### src/rtl/dlx_global_pkg.sv
// Shared DLX definitions: the word type, the NOP encoding and fetch-stage defaults.
// The NOP is the special-opcode group with the nop function field.
package dlx_global_pkg;

  typedef logic [31:0] dlx_word;

  localparam logic [5:0] op_special = 6'h00;
  localparam logic [5:0] sp_nop     = 6'h00;

  localparam dlx_word DLX_NOP = {op_special, 20'h0_0000, sp_nop};

  localparam dlx_word DLX_PC_INCR      = 32'd4;
  localparam dlx_word DLX_RESET_VECTOR = 32'h0000_0000;

  typedef enum logic {
    FETCH  = 1'b0,
    HALTED = 1'b1
  } if_state_t;

endpackage

### src/rtl/dlx_if_skid_buf.sv
// One-entry holding slot for a fetched word that arrives while the pipe is held.
// Flush beats load, and load beats drain.
module dlx_if_skid_buf
  import dlx_global_pkg::*;
(
  input  logic    clk,
  input  logic    rst,
  input  logic    i_load,
  input  logic    i_drain,
  input  logic    i_flush,
  input  dlx_word i_ir,
  input  dlx_word i_npc,
  output logic    o_valid,
  output logic    o_valid_next,
  output dlx_word o_ir,
  output dlx_word o_npc
);

  logic    r_valid;
  dlx_word r_ir;
  dlx_word r_npc;
  logic    w_valid_next;

  assign w_valid_next = i_flush ? 1'b0 :
                        i_load  ? 1'b1 :
                        i_drain ? 1'b0 : r_valid;

  always_ff @(posedge clk or negedge rst) begin
    if (!rst) begin
      r_valid <= 1'b0;
      r_ir    <= DLX_NOP;
      r_npc   <= '0;
    end else begin
      r_valid <= w_valid_next;
      if (i_load && !i_flush) begin
        r_ir  <= i_ir;
        r_npc <= i_npc;
      end
    end
  end

  assign o_valid      = r_valid;
  assign o_valid_next = w_valid_next;
  assign o_ir         = r_ir;
  assign o_npc        = r_npc;

endmodule

### src/rtl/dlx_pipe_if.sv
// DLX instruction fetch stage: owns the PC, runs a single-outstanding imem
// request/ack handshake and loads the IF/ID pipe register.
module dlx_pipe_if
  import dlx_global_pkg::*;
#(
  parameter dlx_word RESET_VECTOR = DLX_RESET_VECTOR,
  parameter dlx_word PC_INCR      = DLX_PC_INCR
) (
  input  logic    clk,
  input  logic    rst,
  input  logic    stall,
  input  logic    dc_wait,
  input  logic    id_cond,
  input  dlx_word id_npc,
  input  logic    id_halt,
  input  logic    id_illegal_instr,
  output logic    imem_req,
  output dlx_word imem_addr,
  input  dlx_word imem_rdata,
  input  logic    imem_ack,
  output dlx_word if_id_npc,
  output dlx_word if_id_ir,
  output logic    if_halted
);

  if_state_t r_state;
  dlx_word   r_pc;
  dlx_word   r_addr;
  logic      r_req;
  logic      r_drop;
  dlx_word   r_ir;
  dlx_word   r_npc;

  logic    w_fetching;
  logic    w_hold;
  logic    w_ack;
  logic    w_req_busy;
  logic    w_halt_evt;
  logic    w_redir;
  logic    w_take;
  dlx_word w_target;
  dlx_word w_pc_inc;
  dlx_word w_pc_next;

  logic    w_buf_load;
  logic    w_buf_drain;
  logic    w_buf_flush;
  logic    w_buf_valid;
  logic    w_buf_valid_next;
  dlx_word w_buf_ir;
  dlx_word w_buf_npc;

  assign w_fetching = (r_state == FETCH);
  assign w_hold     = stall | dc_wait;
  assign w_ack      = r_req & imem_ack;
  assign w_req_busy = r_req & ~imem_ack;

  // Priority: hold > halt > redirect > sequential delivery.
  assign w_halt_evt = w_fetching & ~w_hold & (id_halt | id_illegal_instr);
  assign w_redir    = w_fetching & ~w_hold & ~w_halt_evt & id_cond;
  assign w_take     = w_fetching & w_ack & ~r_drop & ~w_halt_evt & ~w_redir;

  assign w_target  = id_npc & ~32'd3;
  assign w_pc_inc  = r_pc + PC_INCR;
  assign w_pc_next = w_redir ? w_target : (w_take ? w_pc_inc : r_pc);

  assign w_buf_load  = w_take & w_hold;
  assign w_buf_flush = w_halt_evt | w_redir;
  assign w_buf_drain = w_fetching & ~w_hold & w_buf_valid;

  dlx_if_skid_buf u_skid (
    .clk          (clk),
    .rst          (rst),
    .i_load       (w_buf_load),
    .i_drain      (w_buf_drain),
    .i_flush      (w_buf_flush),
    .i_ir         (imem_rdata),
    .i_npc        (w_pc_inc),
    .o_valid      (w_buf_valid),
    .o_valid_next (w_buf_valid_next),
    .o_ir         (w_buf_ir),
    .o_npc        (w_buf_npc)
  );

  // An unacked request keeps its address even across a redirect; r_drop marks
  // its eventual ack as stale so the new PC is fetched only afterwards.
  always_ff @(posedge clk or negedge rst) begin
    if (!rst) begin
      r_state <= FETCH;
      r_pc    <= RESET_VECTOR;
      r_addr  <= RESET_VECTOR;
      r_req   <= 1'b0;
      r_drop  <= 1'b0;
      r_ir    <= DLX_NOP;
      r_npc   <= RESET_VECTOR;
    end else begin
      r_pc <= w_pc_next;
      unique case (r_state)
        FETCH: begin
          if (w_halt_evt) begin
            r_state <= HALTED;
            r_ir    <= DLX_NOP;
            r_drop  <= 1'b0;
            r_req   <= w_req_busy;
          end else begin
            if (w_redir) begin
              r_ir <= DLX_NOP;
            end else if (!w_hold) begin
              if (w_buf_valid) begin
                r_ir  <= w_buf_ir;
                r_npc <= w_buf_npc;
              end else if (w_take) begin
                r_ir  <= imem_rdata;
                r_npc <= w_pc_inc;
              end else begin
                r_ir <= DLX_NOP;
              end
            end
            if (w_req_busy) begin
              r_drop <= r_drop | w_redir;
            end else begin
              r_req  <= ~(w_hold & w_buf_valid_next);
              r_addr <= w_pc_next;
              r_drop <= 1'b0;
            end
          end
        end
        HALTED: begin
          r_req <= w_req_busy;
        end
      endcase
    end
  end

  assign imem_req  = r_req;
  assign imem_addr = r_addr;
  assign if_id_ir  = r_ir;
  assign if_id_npc = r_npc;
  assign if_halted = (r_state == HALTED);

endmodule

### config.mk
export PLATFORM = sky130hd
export DESIGN_NAME = dlx_pipe_if
export DESIGN_NICKNAME = d
export VERILOG_FILES = /design/src/rtl/dlx_global_pkg.sv /design/src/rtl/dlx_if_skid_buf.sv /design/src/rtl/dlx_pipe_if.sv
export SDC_FILE = /design/constraint.sdc
export NUM_CORES = 1
export LEC_CHECK = 0
export ABC_AREA = 0
export CAP_MARGIN = 20
export CORE_MARGIN = 2
export CORE_UTILIZATION = 50
export CTS_CLUSTER_SIZE = 30
export DETAILED_ROUTE_END_ITERATION = 8
export PLACE_DENSITY = 0.77
export SKIP_LAST_GASP = 1
export SYNTH_ARGS = -nofsm -noshare
export SYNTH_HDL_FRONTEND = slang
export SYNTH_SLANG_ARGS = --single-unit
### constraint.sdc
create_clock -name clk -period 3 [get_ports clk]
set_input_delay 0.6 -clock clk [delete_from_list [all_inputs] [get_ports clk]]
set_output_delay 0.6 -clock clk [all_outputs]
set_load 0.01 [all_outputs]
==> reports/results.ini, run 1 <==
[power]
p_per_area_nw_per_um2=556.1
power.net_switching_mw=1.838
swShare_pct=28.18
power_mw=6.522
p_int_mw=4.684
pwr-share-clk_pct=34.1
ir_drop_uv=421.0
seqPwrFrac_pct=48.8
leakagePower_nw=5.097
comb_power_share_pct=17.1

[die]
initial_core_util_pct=51.03
dieArea_um2=19500
io_pins=170
coreArea_um2=18020
die_h_um=139.6
row_count=49
die_w_um=139.6

[clock_network]
cts_hold_buffers=0
clock_latency_ns=0.43
cts_resized=0
cts.path.max_buffers=2
post_cts_buffers=0
cts_tree=done
cts-buffers-inserted=17
cts.sinks=196
cts-root-buf=clkbuf_16
htree_num_levels=4
clk_pin_slew_ns=0.07

[sta]
relSlewSlack_pct=51.78
setup_tns_ns=0
period_share_pct=79.96
setup_viol=0
fmaxAchievable_mhz=416.9
layout_setup_ws_ns=0.6013
hold_viol_final=0
rsz0062_at_grt=no
finalMaxSlewViolations=0
min_period_ns=2.399
tightest_slew_ns=0.7168
finClkSkew_ns=0.01135

[setup_path]
critPathKind=reg2reg
cp-end-kind=flip-flop
crit_fanout=11
crit_arrival_ns=2.71
cp.required_ns=3.31
start_kind=flip-flop

[finish]
layout_commonest_cell=dfrtp_1
antenna_cells=0
nets=1130
final_cell_mix=dfrtp_1 (195), clkdlybuf4s50_1 (166), nand2_1 (153)
final-instance-count-excl-fill=1299
drive_above_1_share_pct=12.43
area_growth_pct=27.49
fin_util_pct=65.06

[route]
post_drt_wl_per_cell_um=17.26
drtIter0Drc=538
drt_pass1_iterations=5
finalWirelength_mm=22.43
via_per_inst=5.607
num_vias=7284
postRouteAntennaNets=0
drc=0

[synth]
synth_fp_nets=983
netlist_instances=910
syn_area_um2=9199
ys_ff_latch=196
ys_seq_area_share_pct=53.32
ys_async_sr_fraction_pct=100.0
synth.distinct_cells=63
synth_edf_count=0
synth_flop_cell=dfrtp_1
yosys_warnings=0
postSynthAreaPerCell_um2=10.11

[global_routing]
grt_pass1_vias=7200
grt-ovfl-total=0
grt_antenna_before_repair=0
track_usage_pct=23.52
grt_pass1_wl_mm=37.12
grt_max_degree=77

[placement]
place_inst=1267
pre_cts_slack_ns=0.2448
hpwl_mm=15.34
place.gp.congestion=0.8530
io_buffers=167

[hold_path]
hp-class=in2async

[run_status]
status=finished clean

[job]
maxCapViolCount=0

-- worst max-delay path, cell delays in order, from the launching register on --
cell and delay (ns):
dfrtp_1 0.50, ha_1 0.31, nand4_1 0.26, or4_4 0.59, o31a_1 0.27, nor3_1 0.22
o31ai_1 0.12
-- metrics by stage --
| step | area, µm² | hold WS (ns) |
|---|---|---|
| 2_1_floorplan | 9199 | 0.3044 |
| 3_3_place_gp | 11150 | 0.4534 |
| 3_5_place_dp | 11150 | 0.4608 |
| 4_1_cts | 11730 | 0.2009 |
| 5_1_grt | 11730 | 0.2094 |
| 6_report | 11730 | 0.1651 |
-- layout make-up --
cell class	count	area [µm²]
Fill cell	1454	6297
Sequential cell	196	4906
Multi-Input combinational cell	646	4019
Timing Repair Buffer	192	1926
Clock buffer	17	425.4
Tap cell	229	286.5
Clock inverter	15	150.1
Inverter	4	15.01
-- synthesized netlist by cell type (17+ instances only) --
| cell type | count | area [µm²] |
|---|---|---|
| clkbuf_1 | 41 | 153.9 |
| nand3_1 | 47 | 235.2 |
| mux2i_1 | 41 | 410.4 |
| mux2_2 | 40 | 450.4 |
| o21ai_0 | 78 | 390.4 |
| xnor2_1 | 19 | 166.4 |
| dfrtp_1 | 196 | 4905 |
| xor2_1 | 20 | 175.2 |
| o31ai_1 | 17 | 127.6 |
| a21oi_1 | 22 | 110.1 |
| nor2_1 | 69 | 259.0 |
| nand4_1 | 17 | 106.4 |
| nand2_1 | 154 | 578.1 |
-- cells by family (layout without fill, tap and decap cells) --
group	count (synthesis)	after routing	share of synthesized area, %
DFF	196	196	53.32
and+or+nand+nor	351	351	17.79
xor gates and xnor gates	39	39	3.713
buffers and inverters	68	228	3.264
AOI/OAI and AO/OA	171	171	12.05
muxes	84	84	9.725
adders and majority gates	1	1	0.1360
-- state kept, by name, indices dropped and copies added (netlist names), 32 cells and up --
| name | flops |
|---|---|
| r_pc | 32 |
| if_id_ir | 32 |
| u_skid.o_npc | 32 |
| u_skid.o_ir | 32 |
| imem_addr | 32 |
| if_id_npc | 32 |
-- final timing paths --
path,from,cells after the start,endpoint,slack (ns)
setup / recovery,r_pc[2]$_DFF_PN0_,6,imem_addr[22]$_DFFE_PN0P_,0.60
max in group asynchronous,rst,2,imem_addr[19]$_DFFE_PN0P_,1.98
hold / removal,rst,1,if_id_ir[12]$_DFFE_PN0P_,0.17
setup reg to reg,r_pc[2]$_DFF_PN0_,6,imem_addr[22]$_DFFE_PN0P_,0.60
hold reg to reg,if_id_npc[8]$_DFFE_PN0P_,2,if_id_npc[8]$_DFFE_PN0P_,0.48
min in group clk,if_id_npc[8]$_DFFE_PN0P_,2,if_id_npc[8]$_DFFE_PN0P_,0.48
-- layer usage --
layer	part of all wire [%]	track usage [%]	wire, µm	vias up
met5	0	0	0	-
met4	1.2	5.421	271	0
met2	46	37.18	10360	253
li1	-	-	-	3474
met3	6.3	4.474	1416	20
met1	46	34.07	10380	3537
-- power by group through the flow --
stage	Combinational, mW	Clock (mW)	Sequential (mW)
5_1_grt	1.23	2.40	3.22
3_3_place_gp	1.09	0	3.21
3_5_place_dp	1.11	0	3.22
2_1_floorplan	0.587	0	3.17
6_report	1.12	2.22	3.18
4_1_cts	1.13	2.26	3.17
Power figures use the tool's default switching activity.
==> run 2: changes to the inputs <==
--- a/config.mk
+++ b/config.mk
@@ -8,7 +8,7 @@
 export ABC_AREA = 0
 export CAP_MARGIN = 20
 export CORE_MARGIN = 2
-export CORE_UTILIZATION = 50
+export CORE_UTILIZATION = 48
 export CTS_CLUSTER_SIZE = 30
 export DETAILED_ROUTE_END_ITERATION = 8
 export PLACE_DENSITY = 0.77
==> constraint.sdc (replaced) <==
create_clock -name clk -period 2 [get_ports clk]
set_input_delay 0.4 -clock clk [delete_from_list [all_inputs] [get_ports clk]]
set_output_delay 0.4 -clock clk [all_outputs]
set_load 0.01 [all_outputs]
==> reports/results.ini, run 2 (synthesized netlist as in run 1, its figures left out) <==
[sta]
setup_viol=1
fmaxAchievable_mhz=499.1
finClkSkew_ns=0.01085
rsz0062_at_grt=yes
relSlewSlack_pct=73.54
tightest_slew_ns=0.3969
hold_viol_final=0
layout_setup_ws_ns=-0.003438
period_share_pct=100.2
min_period_ns=2.003
finalMaxSlewViolations=0

[die]
die_w_um=142.4
die_h_um=142.4
coreArea_um2=18770
initial_core_util_pct=49.01
dieArea_um2=20290
io_pins=170
row_count=50

[clock_network]
cts.path.max_buffers=2
cts.sinks=196
cts-root-buf=clkbuf_16
cts-buffers-inserted=17
clk_pin_slew_ns=0.07
clock_latency_ns=0.43
htree_num_levels=4
cts_tree=done

[placement]
hpwl_mm=16.81
io_buffers=167
place.gp.congestion=0.9023

[finish]
antenna_cells=0
area_growth_pct=37.69
drive_above_1_share_pct=19.64
final_cell_mix=dfrtp_1 (195), clkdlybuf4s50_1 (166), nand2_1 (153)
layout_commonest_cell=dfrtp_1
nets=1216
fin_util_pct=67.49

[setup_path]
start_kind=flip-flop
critPathKind=reg2reg
cpPeakStageDelay_ns=0.56
cp-end-kind=flip-flop
crit_arrival_ns=2.31
crit_fanout=11
r2r_start=r_pc[2]$_DFF_PN0_
cp.required_ns=2.31
cp_slowest_cell=or4_4
cp_cell_sequence=ha_2 -> nand4_1 -> or4_4 -> o31a_1 -> nor3_2 -> o31ai_1
crit_start=r_pc[2]$_DFF_PN0_

[power]
power_mw=10.12
leakagePower_nw=5.675
p_per_area_nw_per_um2=799.1
ir_drop_uv=608.1

[global_routing]
grt-ovfl-total=0
grt_antenna_before_repair=0
grt_max_degree=66
track_usage_pct=23.98
grt_pass1_wl_mm=38.30
grt_pass1_vias=7550

[route]
via_per_inst=5.487
drt_pass1_iterations=5
post_drt_wl_per_cell_um=17.05
num_vias=7627
postRouteAntennaNets=0
drtIter0Drc=537
finalWirelength_mm=23.70
drc=0

[job]
maxCapViolCount=0

[hold_path]
hp-class=in2async

[run_status]
status=finished, violations left
violations=negative setup slack

==> run 2: cell types whose count changed in the layout (fill, tap and decap cells not counted), sizes merged <==
cell and change:
inv +1, clkbuf +1, clkinvlp -3, bufinv +1, buf +85, dlygate4sd3 +1
==> run 2: timing repair <==
item	in CTS	in global routing
gates resized for setup	1	10
pin swaps	0	1
setup buffers	0	1
endpoints found under the hold margin	29	0
hold buffers	1	0
endpoints found under the setup margin	2	15
==> run 2: cell type report <==
class / count / area, µm²
Fill cell: 1418 / 6102
Inverter: 4 / 15.01
Clock inverter: 14 / 166.4
Multi-Input combinational cell: 646 / 4094
Sequential cell: 196 / 4906
Tap cell: 234 / 292.8
Timing Repair Buffer: 278 / 2753
Clock buffer: 18 / 439.2
==> run 2: worst max-delay path, delay by kind of cell, from the launching register on <==
family                     cells  cell delay (ns)
and+or+nand+nor                3             0.91
AOI/OAI and AO/OA              2             0.41
DFF                            1             0.36
adders and majority gates      1             0.19
==> run 2: stage by stage <==
step           std cells  cell area (µm²)  setup TNS [ns]  setup WS [ns]  hold slack [ns]
3_3_place_gp        1356            11970          -39.80        -0.3151           0.3191
4_1_cts             1389            12590               0        0.02509           0.4308
3_5_place_dp        1356            11970          -46.87        -0.3615           0.3222
2_1_floorplan        910             9201               0       0.004000           0.1044
6_report            1390            12670       -0.003438      -0.003438           0.4453
5_1_grt             1390            12670         -0.1631       -0.05383           0.4546
==> run 2: power breakdown <==
part	internal [mW]	switching (mW)	total [mW]
registers	4.38	0.288	4.66
logic	1.03	0.912	1.94
clock network	1.92	1.60	3.51
==> run 2: path summary, 6_finish.rpt <==
path / to / slack [ns] / depth (start not counted)
setup / recovery: imem_addr[22]$_DFFE_PN0P_ / -0.003 / 6
hold / removal: if_id_ir[7]$_DFFE_PN0P_ / 0.45 / 2
setup reg to reg: imem_addr[22]$_DFFE_PN0P_ / -0.003 / 6
hold reg to reg: u_skid.o_npc[18]$_DFFE_PN0P_ / 0.47 / 2
max in group asynchronous: u_skid.o_ir[30]$_DFFE_PN0P_ / 0.99 / 3
min in group clk: u_skid.o_npc[18]$_DFFE_PN0P_ / 0.47 / 2
==> run 2: per-layer routing <==
layer	up-vias	wire length (µm)	track usage, %
met5	-	0	0
met4	0	444	7.400
met3	36	1440	4.812
met2	278	10780	37.25
met1	3668	11030	34.20
li1	3645	-	-
==> run 3: changes to the inputs <==
--- a/config.mk
+++ b/config.mk
@@ -11,6 +11,7 @@
 export CORE_UTILIZATION = 48
 export CTS_CLUSTER_SIZE = 30
 export DETAILED_ROUTE_END_ITERATION = 8
+export GPL_ROUTABILITY_DRIVEN = 0
 export PLACE_DENSITY = 0.77
 export SKIP_LAST_GASP = 1
 export SYNTH_ARGS = -nofsm -noshare
==> reports/results.ini, run 3 (synthesized netlist as in run 1, its figures left out) <==
[finish]
layout_commonest_cell=dfrtp_1
final_cell_mix=dfrtp_1 (194), clkdlybuf4s50_1 (166), nand2_1 (153)
fin_util_pct=67.13
stdcell_area_um2=12600
drive_above_1_share_pct=19.44
nets=1207
area_growth_pct=36.97
antenna_cells=0

[setup_path]
timing.rr.end=if_id_npc[30]$_DFFE_PN0P_
reg2reg_slack_ns=-0.01
crit_arrival_ns=2.34
reg2regPathDepth=9
crit_fanout=8
r2r_start=r_pc[2]$_DFF_PN0_
cp-end-kind=flip-flop
cp.required_ns=2.33
start_kind=flip-flop
critPathKind=reg2reg

[clock_network]
cts-buffers-inserted=17
cts.sinks=196
cts.path.max_buffers=2
clock_latency_ns=0.45
htree_num_levels=4
cts_tree=done
clk_pin_slew_ns=0.08
cts-root-buf=clkbuf_16

[sta]
finClkSkew_ns=0.01399
finalMaxSlewViolations=0
period_share_pct=100.7
setup_viol=2
hold_viol_final=0
relSlewSlack_pct=65.80
fmaxAchievable_mhz=496.8
min_period_ns=2.013
rsz0062_at_grt=yes
layout_setup_ws_ns=-0.01303
tightest_slew_ns=0.5130

[global_routing]
use_met2_pct=38.80
grt_busiest_layer=met2
grt_max_degree=58
met3_usage_pct=4.206
grt_antenna_before_repair=0
track_usage_pct=24.51
grt_pass1_wl_mm=39.32
grt_pass1_vias=7744
grt-ovfl-total=0
use_met1_pct=34.20

[placement]
io_buffers=167
pre_cts_slack_ns=-0.3623
placedInstanceArea_um2=11900
hpwl_mm=16.73

[route]
post_drt_wl_per_cell_um=17.18
num_vias=7663
via_per_inst=5.549
postRouteAntennaNets=0
drtIter0Drc=552
finalWirelength_mm=23.72
drt_pass1_iterations=5
drc=0

[run_status]
violations=negative setup slack
status=finished, violations left

[power]
power_mw=10.01
p_per_area_nw_per_um2=794.4
leakagePower_nw=5.579
ir_drop_uv=636.2

[die]
dieArea_um2=20290
io_pins=170
coreArea_um2=18770
die_h_um=142.4
die_w_um=142.4
initial_core_util_pct=49.01
row_count=50

[job]
maxCapViolCount=0

[hold_path]
hp-class=in2async

run 3: changes by cell type in the layout (fill, tap and decap cells not counted), sizes merged:
cell and delta:
clkinv +5, buf -9, clkinvlp -2, clkbuf -1, bufinv -2
run 3: layer usage:
metal / up-vias / wire [µm]
met4: 0 / 506
met5: - / 0
li1: 3648 / -
met3: 38 / 1476
met2: 298 / 10990
met1: 3679 / 10740
run 3: critical path: stages, from the launching register on:
cell and delay, ns:
dfrtp_1 0.36, ha_2 0.18, nand4_1 0.14, buf_4 0.19, nor3_2 0.12, buf_4 0.19
nand4_1 0.18, xor2_1 0.29, buf_4 0.16, o211ai_2 0.08
run 3: area by class of cell:
| class | count | area [µm²] |
|---|---|---|
| fillers | 1418 | 6168 |
| flip-flops and latches | 196 | 4907 |
| multi-input cells | 646 | 4089 |
| repair buffers | 269 | 2685 |
| clock buffers | 17 | 425.4 |
| well taps | 234 | 292.8 |
| clock inverters | 15 | 185.2 |
| inverters | 4 | 15.01 |
run 3: where the power goes:
group	internal, mW	leakage [nW]	switching [mW]
Sequential	4.37	2.65	0.330
Clock	1.69	0.291	1.71
Combinational	1.01	2.64	0.887
run 3: how the worst max path moves through the flow:
stage,slack [ns],endpoint,cells after the start,from
after floorplan,0.004,if_id_npc[30]$_DFFE_PN0P_,8,if_halted$_DFF_PN0_
after global placement,-0.29,if_id_ir[10]$_DFFE_PN0P_,9,imem_ack
after detailed placement,-0.36,imem_addr[30]$_DFFE_PN0P_,8,imem_ack
after CTS,0.02,imem_addr[28]$_DFFE_PN0P_,7,if_halted$_DFF_PN0_
after global routing,-0.08,if_id_npc[30]$_DFFE_PN0P_,9,r_pc[2]$_DFF_PN0_
final,-0.01,if_id_npc[30]$_DFFE_PN0P_,9,r_pc[2]$_DFF_PN0_
run 3: stage by stage:
stage	cells	TNS [ns]	hold slack [ns]
after detailed placement	1346	-43.93	0.2680
after CTS	1379	0	0.3765
after global routing	1381	-0.3701	0.3875
final	1381	-0.02116	0.3793
after floorplan	910	0	0.1044
after global placement	1346	-38.52	0.2672
run 3: what timing repair did:
action	in CTS	in global routing
gates resized for setup	0	14
setup endpoints to repair	0	49
setup buffers	0	2
hold endpoints to repair	12	0
hold buffers	1	0
